==> src/rtl/signed_8bit_divider.sv <==
// Signed 8-bit restoring divider: sign/magnitude capture, 8 shift-subtract steps, sign fix-up.
// Build option: define SIGNED_DIV_EARLY_ZERO_EN to finish zero-divisor requests one cycle after acceptance.
module signed_8bit_divider (
  input  logic       clk,
  input  logic       rst_n,
  input  logic       start,
  input  logic [7:0] dividend,
  input  logic [7:0] divisor,
  output logic [7:0] quotient,
  output logic [7:0] remainder,
  output logic       busy,
  output logic       done,
  output logic       div_by_zero,
  output logic       overflow
);

`ifdef SIGNED_DIV_EARLY_ZERO_EN
  localparam bit EARLY_ZERO = 1'b1;
`else
  localparam bit EARLY_ZERO = 1'b0;
`endif

  typedef enum logic [1:0] {IDLE, CALC, SIGN} state_t;

  state_t     state, next_state;
  logic [2:0] count;
  logic [8:0] part_rem;
  logic [7:0] quo_sh;
  logic [7:0] dvd_q, dvs_q;

  logic       accept, load;
  logic [7:0] b_mag;
  logic [8:0] shifted, diff;
  logic       ge;
  logic [7:0] q_signed, r_signed;
  logic       is_zero, is_ovf;

  function automatic logic [7:0] mag8(input logic [7:0] v);
    return v[7] ? 8'(-v) : v;  // |-128| = 128 still fits unsigned 8 bits
  endfunction

  // A pending early zero-divisor result sits in IDLE with busy set, so busy also blocks start.
  assign accept = (state == IDLE) && start && !busy;
  assign load   = (state == SIGN) || (EARLY_ZERO && (state == IDLE) && busy);

  // NOTE: every always_comb output gets a default first so no path can infer a latch.
  always_comb begin
    next_state = state;
    case (state)
      IDLE: if (accept && !(EARLY_ZERO && (divisor == 8'd0))) next_state = CALC;
      CALC: if (count == 3'd7) next_state = SIGN;
      SIGN: next_state = IDLE;
      default: next_state = IDLE;
    endcase
  end

  always_comb begin
    b_mag    = mag8(dvs_q);
    shifted  = {part_rem[7:0], quo_sh[7]};
    ge       = part_rem[8] || (shifted >= {1'b0, b_mag});
    diff     = shifted - {1'b0, b_mag};
    q_signed = (dvd_q[7] ^ dvs_q[7]) ? 8'(-quo_sh) : quo_sh;
    r_signed = dvd_q[7] ? 8'(-part_rem[7:0]) : part_rem[7:0];
    is_zero  = (dvs_q == 8'd0);
    is_ovf   = (dvd_q == 8'h80) && (dvs_q == 8'hFF);
  end

  // NOTE: sequential state uses non-blocking assignments so every register samples pre-edge values.
  always_ff @(posedge clk or negedge rst_n) begin
    if (!rst_n) begin
      state       <= IDLE;
      count       <= '0;
      part_rem    <= '0;
      quo_sh      <= '0;
      dvd_q       <= '0;
      dvs_q       <= '0;
      quotient    <= '0;
      remainder   <= '0;
      busy        <= 1'b0;
      done        <= 1'b0;
      div_by_zero <= 1'b0;
      overflow    <= 1'b0;
    end else begin
      state <= next_state;
      done  <= 1'b0;
      if (accept) begin
        dvd_q    <= dividend;
        dvs_q    <= divisor;
        quo_sh   <= mag8(dividend);
        part_rem <= '0;
        count    <= '0;
        busy     <= 1'b1;
      end else if (state == CALC) begin
        part_rem <= ge ? diff : shifted;
        quo_sh   <= {quo_sh[6:0], ge};
        count    <= count + 3'd1;
      end else if (load) begin
        quotient    <= is_zero ? 8'hFF : q_signed;
        remainder   <= is_zero ? dvd_q : r_signed;
        div_by_zero <= is_zero;
        overflow    <= is_ovf;
        busy        <= 1'b0;
        done        <= 1'b1;
      end
    end
  end

endmodule
==> config.mk <==
export PLATFORM = sky130hd
export DESIGN_NAME = signed_8bit_divider
export DESIGN_NICKNAME = d
export VERILOG_FILES = /design/src/rtl/signed_8bit_divider.sv
export SDC_FILE = /design/constraint.sdc
export NUM_CORES = 1
export LEC_CHECK = 0
export ABC_AREA = 1
export ABC_CLOCK_PERIOD_IN_PS = 2850
export BUFFER_PORTS_ARGS = -buffer_cell sky130_fd_sc_hd__buf_2
export CAP_MARGIN = 10
export CORE_MARGIN = 1.5
export CORE_UTILIZATION = 59
export DETAILED_ROUTE_END_ITERATION = 8
export GPL_TIMING_DRIVEN = 0
export PLACE_DENSITY = 0.8
export SYNTH_ARGS = -nofsm -noshare
export SYNTH_HDL_FRONTEND = slang
export SYNTH_SLANG_ARGS = --single-unit
==> constraint.sdc <==
create_clock -name clk -period 2.85 [get_ports clk]
set_input_delay 0.1425 -clock clk [delete_from_list [all_inputs] [get_ports clk]]
set_output_delay 0.1425 -clock clk [all_outputs]
set_load 0.02 [all_outputs]
---- Word-level counts from Yosys, hierarchy flattened ----
Index checks and enable logic that the tools add are counted.
operators by class
  add/subtract/negate cells ............... 6
  magnitude comparators ................... 1
  equal/unequal tests ..................... 8
  muxes and demuxes ....................... 22
  bitwise gates (word level) .............. 3
  reductions and logical operators ........ 12
operators with widths
  kind                 number
  $mux 8               8
  $neg 8->8            4
  $mux 9               3
  $eq 8x8->1 const B   2
  $ge 9x8->1           1
  $sub 9x8->9          1
  $logic_not 8->1      1
  $mux 1               6
  $mux 3               2
  $ne 2x2->1 const B   3
  $mux 2               2
  $pmux 2 s2           1
  $reduce_and 2->1     2
  $reduce_bool 2->1    2
  $add 3x1->3 const B  1
  $eq 3x3->1 const B   1
  $logic_and 1x1->1    3
  $reduce_and 3->1     1
  $eq 2x1->1 const B   1
  $eq 2x2->1 const B   1
  $logic_not 2->1      1
  $not 1->1            2
  $logic_not 1->1      1
  $logic_or 1x1->1     1
  $xor 1x1->1          1
storage, ports and cells
  flip-flop bits (word level) ............. 58
  input bits .............................. 19
  output and inout bits ................... 20
  word-level logic and storage cells ...... 64

---- Depth between registers and ports, before layout ----
Gate-level depths: netlist of run 1.
  depth in word-level cells ............... 7
  mapped depth ............................ 17
  mapped depth without buffers ............ 17

---- Least setup slack after synthesis of run 1 ----
No wires, ideal clock.
  kind .................................... register to register
  start point ............................. register dvs_q[1]
  end point ............................... register quo_sh[0]
  library setup time ...................... 0.131 ns
  arrival time ............................ 2.274 ns
  data required time ...................... 2.719 ns
  setup slack ............................. 0.445 ns
  stages on the path, launching flop included .. 16
  path buffers ............................ 0
  clock period less this slack ............ 2.405 ns
  path through ............................ dfrtp_1 -> inv_1 -> ha_1 -> nand3_2 -> o31ai_1 -> xor2_1 -> inv_1 -> ha_1 -> nand2_1 -> inv_1 -> a21oi_1 -> nand2_2 -> nand2_4 -> nand2_4 -> nand2_1 -> o211ai_1
between the ends
  cells in the longest elaborated chain, start to end .. 6
ends and longest elaborated chain
  element                 RTL line  RTL
  start, declared         29        logic [7:0] dvd_q, dvs_q;
  start signal, assigned  88        dvs_q <= divisor;
  $neg 8->8               39        return v[7] ? 8'(-v) : v;
  $mux 8 (*)              39
  $ge 9x8->1 (*)          60        ge = part_rem[8] || (shifted >= {1'b0, b_mag});
  $logic_or 1x1->1 (*)    60
  $mux 8 (*)              93        end else if (state == CALC) begin
  $mux 8 (*)              86        if (accept) begin
  end signal, assigned    89        quo_sh <= mag8(dividend);
  end signal, assigned    95        quo_sh <= {quo_sh[6:0], ge};
  end, declared           28        logic [7:0] quo_sh;
Every way passes the cells marked *; elsewhere a longest branch is shown, timed or not. The select of a mux whose other input is x is not followed.
A chain may end at the register's enable or synchronous reset.

---- Worst setup path after layout of run 1 ----
  start point ............................. register dvs_q[1]
  end point ............................... register part_rem[5]
between the ends
  cells in the longest elaborated chain, start to end .. 7
  elaborated cells on any way between the ends .. 8
  those cells by class .................... 2 x add/sub; 1 x order compare; 4 x mux; 1 x reduce/logical
ends and longest elaborated chain
  element               RTL line  RTL
  $neg 8->8             39
  $mux 8 (*)            39
  $ge 9x8->1            60
  $logic_or 1x1->1      60
  $mux 9 (*)            94        part_rem <= ge ? diff : shifted;
  $mux 9 (*)            93
  $mux 9 (*)            86
  end signal, assigned  94
  end, declared         27        logic [8:0] part_rem;
Marked as above.

==> summary.txt, run 1 <==
Run status
  – Run status: completed

Hold path
  – Worst Hold Class: in -> reg
  – Hold Path Depth: 3

Critical path
  – CP peak stage delay: 0.41 ns
  – Cell count along the critical path: 16
  – CP top delay family: simple AND/OR/NAND/NOR gates
  – WP data required: 3.08 ns
  – Cell mode on critical path: nand2_1
  – Arrival time at the worst endpoint: 2.81 ns
  – CP Max Fanout: 9
  – Crit Path Class: reg -> reg
  – CP Buf/Inv Count: 2
  – CP Cell Sequence: inv_1, ha_1, nand3_2, o31ai_4, xor2_1, inv_1, ha_4, nand2_1, nor2_2, nand3_2, nand2_2, nand2_4, nand2_4, nand2_1, nand3_1, nand2_1
  – CP endpoint kind: flop
  – Startpoint types: flop
  – Slowest-stage cell, CP: dfrtp_1
  – Worst r2r path cells: 16

Synthesis
  – Largest area contributor in the netlist: dfrtp_1
  – Number of synthesized flops with an enable pin: 0
  – Netlist cell types: 37
  – Top FF cell, synth: dfrtp_1
  – Cells after Synth: 467
  – FF+latch count, synth: 58
  – Sequential area share after synthesis: 0.409
  – Avg Inst Size Synth: 7.60 µm²
  – Synth Cell Area: 3550 µm²
  – Async S/R FF share, synth: 1.00
  – Synth warn: 0
  – Top post-synthesis cells by area: dfrtp_1 (41%), nand2_1 (12%), inv_1 (7.5%)
  – Synthesized Nets: 502
  – Synth top area share: 0.409

Clocking
  – CTS tree: built
  – Max Root-Sink Buffers: 2
  – CTS root buffer: clkbuf_8
  – Skew-Pair Late Insertion Delay: 0.34 ns
  – H-Tree Level Count: 3
  – Clk sink count: 58
  – Total CTS buffers: 9
  – Reg clk slew, reported paths: 0.07 ns

Route
  – Post-Route WL: 8550 µm
  – WL/cell: 14.3 µm
  – Routed Antenna Nets: 0
  – DRT Pass-1 Iters: 5
  – # DRC: 0
  – Initial detailed-routing violation count: 189
  – Vias per cell: 5.52
  – Via count: 3307

Finish
  – Layout cell share with drive strength beyond 1: 0.162
  – Final net count: 554
  – P&R area growth vs syn: 15.8%
  – Commonest non-fill, non-tap cells in the layout: nand2_1 (116), inv_1 (71), dfrtp_1 (58), buf_2 (41), nor2_1 (40)
  – Antenna cells: 0
  – Commonest non-fill, non-tap cell in the layout: nand2_1

Place
  – GP Congestion: 0.909
  – Port Buffer Count: 38
  – DPL Wire Length: 6470 µm

STA
  – Max-slew violations: 0
  – Fmax: 388 MHz
  – Crit path time final: 2.58 ns
  – Max-slew headroom: 0.675
  – Final hold vios: 0
  – RSZ-0062 raised after global routing: no
  – Slew @ Worst Pin: 0.487 ns
  – Total negative slack: 0 ns
  – Setup violations, final: 0
  – Final worst-path cycle share: 0.905
  – Worst Clk Skew: 0.00745 ns

Floorplanning
  – Die Span X: 80.6 µm
  – DIE AREA: 6490 µm²
  – I/O pins: 39
  – Die height: 80.6 µm
  – Site Rows: 28
  – Core Box Area: 5850 µm²
  – Initial core utilization: 0.607

Global route
  – Grt ovf: 0
  – Vias in the first global route: 2977
  – Initial antenna violation count: 0
  – Gr usage total: 0.291
  – First-pass GRT wire length: 14300 µm
  – Pin count of the biggest net entering global routing: 41

Run
  – # Max-Cap Violations: 0
[per-layer routing]
layer | wire (µm) | track usage | part of all wire
met3 | 479 | 0.0659 | 0.056
met4 | 139 | 0.0672 | 0.016
met2 | 3840 | 0.439 | 0.45
met1 | 4100 | 0.423 | 0.48
met5 | 0 | 0 | 0
[path summary, 6_finish.rpt]
| check | from | end | slack [ns] |
|---|---|---|---|
| max in group asynchronous | rst_n | remainder[3] | 2.00 |
| worst max register to register | dvs_q[1] | part_rem[5] | 0.27 |
| worst min register to register | overflow | overflow | 0.48 |
| worst max-delay path | dvs_q[1] | part_rem[5] | 0.27 |
| min in group asynchronous | rst_n | quotient[2] | 0.28 |
| worst min-delay path | divisor[5] | dvs_q[5] | 0.01 |
[per-stage QoR]
stage,instance area [µm²],instances,util,hold slack (ns),worst slack (ns)
2_1_floorplan,3550,467,-,-0.153,0.445
4_1_cts,4080,599,0.697,0.00355,0.0589
3_5_place_dp,3850,581,0.659,0.121,0.0808
3_3_place_gp,3830,580,0.655,0.349,0.132
6_report,4110,599,0.703,0.0108,0.271
5_1_grt,4110,599,0.703,0.0119,0.0345
[worst reg2reg max path, stage by stage (launching register included)]
cell and delay [ns]:
dfrtp_1 0.41, inv_1 0.11, ha_1 0.21, nand3_2 0.13, o31ai_4 0.20, xor2_1 0.16, inv_1 0.11, ha_4 0.31
nand2_1 0.08, nor2_2 0.12, nand3_2 0.11, nand2_2 0.12, nand2_4 0.10, nand2_4 0.13, nand2_1 0.06, nand3_1 0.07
nand2_1 0.06
[cell usage after synthesis, types with 2 or more instances]
cell,count
nand2_1,117
inv_1,71
dfrtp_1,58
nor2_1,40
nand3_1,32
o21ai_0,32
a21oi_1,17
ha_1,15
xor2_1,14
nand4_1,9
o211ai_1,6
o221ai_1,5
buf_4,4
nand2_2,4
nor2_2,4
buf_2,3
inv_2,3
nand3b_1,3
nor3_1,3
o22ai_1,3
a22o_1,2
a31oi_1,2
clkbuf_1,2
nand2_4,2
nand3_2,2
nor4_1,2
o31ai_1,2
[sequential cells by signal, summed over array words and instances, names as in the netlist, 2 cells and up]
signal	cells
dvd_q	8
quotient	8
state	2
quo_sh	8
part_rem	9
dvs_q	8
remainder	8
count	3
[final cells by class]
cell class              instances  area, µm²
clock buffers                  12        155
repair buffers                 41        230
inverters                      74        278
plain buffers                  11       77.6
clock inverters                 4       50.0
flip-flops and latches         58       1450
well taps                      75       93.8
multi-input cells             324       1780
fillers                       477       1740
[timing repair]
item,in CTS,in global routing
gates resized for setup,0,5
hold endpoints to repair,19,0
hold buffers,2,0
setup endpoints to repair,0,10
buffers inserted,0,0
[logic make-up (layout without fill, tap and decap cells)]
group	Yosys count	after routing	share of synthesized area
adder cells (fa/ha/maj)	16	16	0.0585
AO/OA/AOI/OAI	73	73	0.124
flip-flops	58	58	0.409
AND/OR/NAND/NOR	221	221	0.274
XOR/XNOR	14	14	0.0345
buffers and inverters	85	142	0.100
Power of run 1 is not shown: default switching activity piles up to over one toggle a cycle in this logic, so the estimate is an artifact.
==> run 2, diff against run 1 <==
--- a/config.mk
+++ b/config.mk
@@ -10,10 +10,10 @@
 export BUFFER_PORTS_ARGS = -buffer_cell sky130_fd_sc_hd__buf_2
 export CAP_MARGIN = 10
 export CORE_MARGIN = 1.5
-export CORE_UTILIZATION = 59
+export CORE_UTILIZATION = 49
 export DETAILED_ROUTE_END_ITERATION = 8
 export GPL_TIMING_DRIVEN = 0
-export PLACE_DENSITY = 0.8
+export PLACE_DENSITY = 0.69
 export SYNTH_ARGS = -nofsm -noshare
 export SYNTH_HDL_FRONTEND = slang
 export SYNTH_SLANG_ARGS = --single-unit
==> run 2 against run 1 <==
Compared with the run above:
- largest cell class unchanged
- critical path type unchanged
- sequential cell count unchanged
- count of clock-buffer cells in the layout unchanged
- via count decreased by 2.8%
- first-iteration DRC count decreased by 2.1%
- highest routed layer unchanged
- clock skew increased by 0.0024 ns
- cell area increased by 1.7%
==> summary.txt, run 2 (synthesized netlist as in run 1, its figures left out) <==
Run status
  – Run status: completed

Floorplanning
  – Die height: 88.1 µm (+9.4%)
  – Die Span X: 88.1 µm (+9.4%)
  – DIE AREA: 7760 µm² (+20%)
  – Core Box Area: 6910 µm² (+18%)
  – I/O pins: 39 (unchanged)
  – Initial core utilization: 0.514 (-0.0928)
  – Site Rows: 30 (+7.1%)

Critical path
  – Arrival time at the worst endpoint: 2.91 ns (+0.10 ns)
  – CP Max Fanout: 9 (unchanged)
  – Startpoint types: flop
  – CP Cell Sequence: inv_1, ha_1, nand3_2, o31ai_4, xor2_1, inv_1, ha_2, nand2_1, nor2_2, nand3_2, nand2_2, nand2_4, nand2_8, nand2_1, o211ai_1
  – CP peak stage delay: 0.42 ns (about the same)
  – WP data required: 3.11 ns (+0.03 ns)
  – Slowest-stage cell, CP: dfrtp_1
  – CP top delay family: simple AND/OR/NAND/NOR gates
  – CP Buf/Inv Count: 2 (unchanged)
  – Crit Path Class: reg -> reg
  – CP endpoint kind: flop

Finish
  – Commonest non-fill, non-tap cells in the layout: nand2_1 (117), inv_1 (71), dfrtp_1 (58), buf_2 (41), nor2_1 (40)
  – Final-layout fill cell count: 651 (+36%)
  – Largest register FFs: 9 (unchanged)
  – Multi-input gate area: 1770 µm² (-0.21%)
  – Non-Filler Instances: 620 (+3.5%)
  – Commonest non-fill, non-tap cell in the layout: nand2_1
  – Layout cell share with drive strength beyond 1: 0.160 (-0.00191)
  – Final net count: 554 (unchanged)
  – Fin util: 0.605 (-0.0973)
  – P&R area growth vs syn: 17.8%
  – Largest register by flop count: part_rem
  – Final Cell Area: 4180 µm² (+1.7%)
  – FF+latch area: 1450 µm² (unchanged)
  – Antenna cells: 0 (unchanged)

Place
  – DPL Wire Length: 6630 µm (+2.4%)
  – GP Congestion: 0.871 (-4.2%)
  – Port Buffer Count: 38 (unchanged)
  – DP Cell Count: 602 (+3.6%)
  – Area after DPL: 3880 µm² (+0.68%)

STA
  – Max-slew headroom: 0.567 (-0.108)
  – Worst Clk Skew: 0.00986 ns (+0.00241 ns)
  – Total negative slack: 0 ns (unchanged)
  – Final worst-path cycle share: 0.932 (+0.0268)
  – Slew @ Worst Pin: 0.649 ns (+0.162 ns)
  – Max-slew violations: 0 (unchanged)
  – Final hold vios: 0 (unchanged)
  – Setup violations, final: 0 (unchanged)
  – Crit path time final: 2.66 ns (+0.0764 ns)
  – Fmax: 377 MHz (-2.9%)

Clocking
  – Skew-Pair Late Insertion Delay: 0.35 ns (about the same)
  – Reg clk slew, reported paths: 0.07 ns (about the same)
  – H-Tree Level Count: 3 (unchanged)
  – Max Root-Sink Buffers: 2 (unchanged)
  – Total CTS buffers: 9 (unchanged)
  – Clk sink count: 58 (unchanged)
  – Setup bufs post-CTS: 0 (unchanged)
  – CTS root buffer: clkbuf_8
  – CTS tree: built

Power
  – Sw frac: 0.483
  – Lkg Pwr: 2.17 nW
  – Switching power: 2.98 mW
  – Gate power share: 0.598
  – PwrDens: 1470 nW/µm²
  – Sequential share of power: 0.244
  – Max IR drop VDD: 0.756 mV
  – Internal power: 3.18 mW
  – Design Power: 6.16 mW
  – Clock power frac: 0.159

Global route
  – Pin count of the biggest net entering global routing: 34 (-17%)
  – Vias in the first global route: 3007 (+1.0%)
  – Grt ovf: 0 (unchanged)
  – Initial antenna violation count: 0 (unchanged)
  – Gr usage total: 0.248 (-0.0431)
  – First-pass GRT wire length: 14500 µm (+1.1%)

Route
  – Post-Route WL: 8850 µm (+3.5%)
  – Vias per cell: 5.18 (-6.1%)
  – DRT Pass-1 Iters: 4 (-1)
  – Initial detailed-routing violation count: 185 (-2.1%)
  – # DRC: 0 (unchanged)
  – Highest metal used: met4
  – Routed wl met2: 3970 µm (+3.4%)
  – Routed Antenna Nets: 0 (unchanged)
  – Via count: 3214 (-2.8%)
  – WL/cell: 14.3 µm (about the same)
  – Met3 wire length: 399 µm (-17%)
  – Met1 wire length: 4290 µm (+4.6%)

Hold path
  – Worst Hold Class: in -> reg

Run
  – # Max-Cap Violations: 0 (unchanged)
## run 2: cell count changes in the layout (fill, tap and decap cells not counted)
cell / change
nand2_2: -1
nand2_8: +1
clkinvlp_4: -1
nand2_1: +1
bufinv_16: +2
nand2_4: -1
ha_4: -1
ha_2: +1
clkinv_2: -1
## run 2: layout make-up
type	instances	area share
plain buffers	11	0.0186
clock inverters	4	0.0233
inverters	74	0.0664
multi-input cells	324	0.424
flip-flops and latches	58	0.347
well taps	96	0.0287
clock buffers	12	0.0371
repair buffers	41	0.0551
## run 2: final timing paths
| path | startpoint | end | slack [ns] | cells after the start |
|---|---|---|---|---|
| min in group asynchronous | rst_n | part_rem[1] | 0.37 | 2 |
| max in group asynchronous | rst_n | dvd_q[2] | 1.88 | 3 |
| setup / recovery | dvs_q[0] | quo_sh[0] | 0.19 | 15 |
| hold reg to reg | div_by_zero | div_by_zero | 0.48 | 2 |
| hold / removal | divisor[7] | dvs_q[7] | 0.01 | 3 |
| setup reg to reg | dvs_q[0] | quo_sh[0] | 0.19 | 15 |
## run 2: tightest hold or removal path: cells and delay by family
family / cells / cell delay, ns
simple gates: 1 / 0.04
compound gates: 1 / 0.05
buf+inv: 1 / 0.08
## run 2: power groups by stage
stage	Sequential, mW	Clock (mW)	Combinational, mW
2_1_floorplan	1.58	0	2.63
3_5_place_dp	1.50	0	3.57
3_3_place_gp	1.49	0	3.49
5_1_grt	1.55	1.02	4.13
6_report	1.50	0.979	3.68
4_1_cts	1.49	0.983	3.60
## run 2: per-layer routing
layer / GRT usage / up-vias
met5: 0 / -
met4: 0.0895 / 0
met3: 0.0452 / 19
met2: 0.390 / 84
met1: 0.343 / 1500
li1: - / 1611
## run 2: timing repair
action / 4_1_cts / 5_1_grt
endpoints found under the setup margin: 0 / 10
hold buffers: 2 / 0
resized for setup: 0 / 5
hold endpoints to repair: 26 / 0
## run 2: stage by stage
step,setup WS [ns],hold WS (ns)
floorplan,0.445,-0.153
global placement,0.142,0.349
detailed placement,0.0457,0.207
CTS,0.0195,0.0111
global route,-0.00207,0.0189
finish,0.195,0.0110
Power figures use the tool's default switching activity.
==> run 3, diff against run 2 <==
==> config.mk (replaced) <==
export PLATFORM = sky130hd
export DESIGN_NAME = signed_8bit_divider
export DESIGN_NICKNAME = d
export VERILOG_FILES = /design/src/rtl/signed_8bit_divider.sv
export SDC_FILE = /design/constraint.sdc
export NUM_CORES = 1
export LEC_CHECK = 0
export ABC_AREA = 0
export ABC_CLOCK_PERIOD_IN_PS = 2850
export CAP_MARGIN = 10
export CORE_MARGIN = 1.5
export CORE_UTILIZATION = 49
export DETAILED_ROUTE_END_ITERATION = 8
export DONT_BUFFER_PORTS = 1
export GPL_TIMING_DRIVEN = 0
export SYNTH_ARGS = -nofsm -noshare
export SYNTH_HDL_FRONTEND = slang
export SYNTH_SLANG_ARGS = --single-unit
==> run 3 against run 2 <==
Compared with the run above:
- sequential cell count stayed put
- final cell count decreased by 16%
- total power down 4.9%
- non-clock buffer count fell by 11
- clock power shrank 19%
- critical path type unchanged
- largest power group unchanged
==> summary.txt, run 3 <==
Finish
  – Non-Filler Instances: 518 (-16%)
  – P&R area growth vs syn: 17.0%
  – Antenna cells: 0 (unchanged)
  – Final-layout fill cell count: 616 (-5.4%)
  – Commonest non-fill, non-tap cell in the layout: nand2_1
  – Fin util: 0.592 (-0.0134)
  – Largest register by flop count: part_rem
  – Final net count: 468 (-16%)
  – Layout cell share with drive strength beyond 1: 0.116 (-0.0439)
  – Largest register FFs: 9 (unchanged)
  – Commonest non-fill, non-tap cells in the layout: nand2_1 (101), dfrtp_1 (53), o21ai_0 (35), nor2_1 (25)

Power
  – Sequential share of power: 0.308 (+0.064)
  – Switching power: 2.77 mW (-6.9%)
  – Sw frac: 0.473 (-0.0105)
  – Design Power: 5.86 mW (-4.9%)
  – Clock power frac: 0.136 (-0.023)
  – Gate power share: 0.556 (-0.042)
  – Max IR drop VDD: 0.608 mV (-20%)
  – Internal power: 3.09 mW (-2.9%)
  – PwrDens: 1460 nW/µm² (-0.56%)
  – Lkg Pwr: 1.82 nW (-16%)

Clocking
  – Reg clk slew, reported paths: 0.08 ns (about the same)
  – CTS root buffer: clkbuf_8
  – Clk sink count: 58 (unchanged)
  – CTS tree: built
  – H-Tree Level Count: 3 (unchanged)
  – Max Root-Sink Buffers: 2 (unchanged)
  – Total CTS buffers: 9 (unchanged)
  – Skew-Pair Late Insertion Delay: 0.34 ns (about the same)

Run status
  – Run status: completed

Synthesis
  – Avg Inst Size Synth: 8.53 µm² (+12%)
  – Async S/R FF share, synth: 1.00 (unchanged)
  – Number of synthesized flops with an enable pin: 0 (unchanged)
  – Netlist cell types: 49 (+32%)
  – Synth top area share: 0.424 (+0.0156)
  – FF+latch count, synth: 58 (unchanged)
  – Synth Cell Area: 3420 µm² (-3.7%)
  – Commonest cells in the synthesized netlist: nand2_1 (101), dfrtp_1 (58), o21ai_0 (37)
  – Most common cell in the netlist: nand2_1
  – Synth warn: 0 (unchanged)
  – Cells after Synth: 401 (-14%)
  – Top post-synthesis cells by area: dfrtp_1 (42%), nand2_1 (11%), ha_1 (5.5%)
  – Largest area contributor in the netlist: dfrtp_1
  – Sequential area share after synthesis: 0.424 (+0.0156)
  – Top FF cell, synth: dfrtp_1
  – Synthesized Nets: 436 (-13%)

Critical path
  – WP data required: 3.10 ns (about the same)
  – CP Cell Sequence: inv_2, ha_4, nand3_2, nand2_1, xor2_1, ha_1, a21oi_2, inv_1, o311a_1, buf_6, or2_1, buf_6, a311oi_2
  – Cell mode on critical path: buf_6
  – CP endpoint kind: flop
  – Crit Path Class: reg -> reg
  – CP top delay family: compound AO/OA/AOI/OAI gates
  – Slowest-stage cell, CP: dfrtp_1
  – CP Max Fanout: 10 (+1)
  – CP Buf/Inv Count: 4 (+2)
  – Startpoint types: flop
  – Worst r2r path cells: 13 (-2)
  – CP peak stage delay: 0.39 ns (-0.03 ns)
  – Arrival time at the worst endpoint: 2.97 ns (+0.06 ns)
  – Cell count along the critical path: 13 (-2)

Place
  – GP Congestion: 0.833 (-4.4%)
  – DP Cell Count: 481 (-20%)
  – DPL Wire Length: 6230 µm (-6.0%)
  – Port Buffer Count: 0 (-100%)

Route
  – DRT Pass-1 Iters: 4 (unchanged)
  – Initial detailed-routing violation count: 155 (-16%)
  – Via count: 2908 (-9.5%)
  – Routed Antenna Nets: 0 (unchanged)
  – Vias per cell: 5.61 (+8.3%)
  – WL/cell: 16.8 µm (+17%)
  – # DRC: 0 (unchanged)
  – Post-Route WL: 8680 µm (-2.0%)

STA
  – Crit path time final: 2.71 ns (+0.0590 ns)
  – Final worst-path cycle share: 0.952 (+0.0207)
  – Max-slew violations: 0 (unchanged)
  – Total negative slack: 0 ns (unchanged)
  – Setup violations, final: 0 (unchanged)
  – Fmax: 368 MHz (-2.2%)
  – Max-slew headroom: 0.502 (-0.0652)
  – Final hold vios: 0 (unchanged)
  – Slew @ Worst Pin: 0.743 ns (+0.0937 ns)
  – Worst Clk Skew: 0.0111 ns (+0.00125 ns)

Global route
  – First-pass GRT wire length: 14000 µm (-2.9%)
  – Pin count of the biggest net entering global routing: 59 (+74%)
  – Gr usage total: 0.246 (-0.00137)
  – Grt ovf: 0 (unchanged)
  – Initial antenna violation count: 0 (unchanged)
  – Vias in the first global route: 2787 (-7.3%)

Floorplanning
  – DIE AREA: 7490 µm² (-3.5%)
  – Core Box Area: 6760 µm² (-2.2%)
  – Die height: 86.5 µm (-1.8%)
  – Site Rows: 30 (unchanged)
  – Die Span X: 86.5 µm (-1.8%)
  – Initial core utilization: 0.506 (-0.00784)
  – I/O pins: 39 (unchanged)

Hold path
  – Worst Hold Class: in -> reg
  – Hold Path Depth: 2 (-1)

Run
  – # Max-Cap Violations: 0 (unchanged)
[run 3: changes by cell type in the layout (fill, tap and decap cells not counted), moves of 7 or more]
| cell | before | now |
|---|---|---|
| inv_1 | 71 | 19 |
| buf_2 | 41 | 0 |
| nand3_1 | 32 | 2 |
| xnor2_1 | 0 | 19 |
| nand2_1 | 117 | 101 |
| nor2_1 | 40 | 25 |
| clkbuf_1 | 3 | 16 |
| dlygate4sd3_1 | 2 | 15 |
| a21oi_1 | 16 | 7 |
| xor2_1 | 14 | 7 |
[run 3: logic make-up (layout without fill, tap and decap cells)]
logic type | after synthesis | after routing | share of synthesized area
and+or+nand+nor | 167 | 167 | 0.211
xor gates and xnor gates | 26 | 26 | 0.0666
muxes | 4 | 4 | 0.0117
adders and majority gates | 16 | 16 | 0.0607
DFF | 58 | 58 | 0.424
AOI/OAI and AO/OA | 89 | 89 | 0.176
buffers and inverters | 41 | 78 | 0.0494
[run 3: area by class of cell]
type	count	area (µm²)	share of cell area
Buffer	18	82.6	0.0206
Clock buffer	10	138	0.0344
Clock inverter	6	66.3	0.0166
Inverter	21	78.8	0.0197
Multi-Input combinational cell	302	1850	0.462
Sequential cell	58	1460	0.364
Tap cell	80	100	0.0250
Timing Repair Buffer	23	230	0.0576
[run 3: final timing paths]
check,to,slack [ns],start
worst max-delay path,part_rem[0],0.14,dvs_q[1]
worst min-delay path,dvd_q[1],0.004,dividend[1]
worst max register to register,part_rem[0],0.14,dvs_q[1]
worst min register to register,count[1],0.50,count[1]
max in group asynchronous,dvd_q[3],2.26,rst_n
min in group asynchronous,dvs_q[0],0.32,rst_n
[run 3: per-layer routing]
metal	share of wire	GRT usage
met1	0.50	0.348
met2	0.45	0.389
met3	0.039	0.0514
met4	0.0090	0.0572
met5	0	0
[run 3: timing repair]
item / 4_1_cts / 5_1_grt
resized for setup: 4 / 15
pin swaps: 1 / 4
setup endpoints to repair: 9 / 9
setup buffers: 2 / 5
hold buffers: 16 / 0
endpoints found under the hold margin: 75 / 0
[run 3: through the flow]
| step | hold slack, ns | area, µm² | setup slack, ns |
|---|---|---|---|
| floorplan | -0.153 | 3420 | 0.189 |
| global placement | -0.150 | 3520 | -0.0953 |
| detailed placement | -0.152 | 3520 | -0.0929 |
| CTS | 0.00215 | 3920 | -0.00537 |
| global route | 0.0173 | 4000 | -0.0543 |
| finish | 0.00400 | 4000 | 0.136 |
[run 3: power groups by stage]
| stage | clock network (mW) | registers, mW | logic (mW) |
|---|---|---|---|
| 2_1_floorplan | 0 | 1.65 | 2.43 |
| 3_3_place_gp | 0 | 1.79 | 2.94 |
| 3_5_place_dp | 0 | 1.80 | 2.99 |
| 4_1_cts | 0.801 | 1.79 | 3.07 |
| 5_1_grt | 0.837 | 1.86 | 3.68 |
| 6_report | 0.794 | 1.80 | 3.26 |
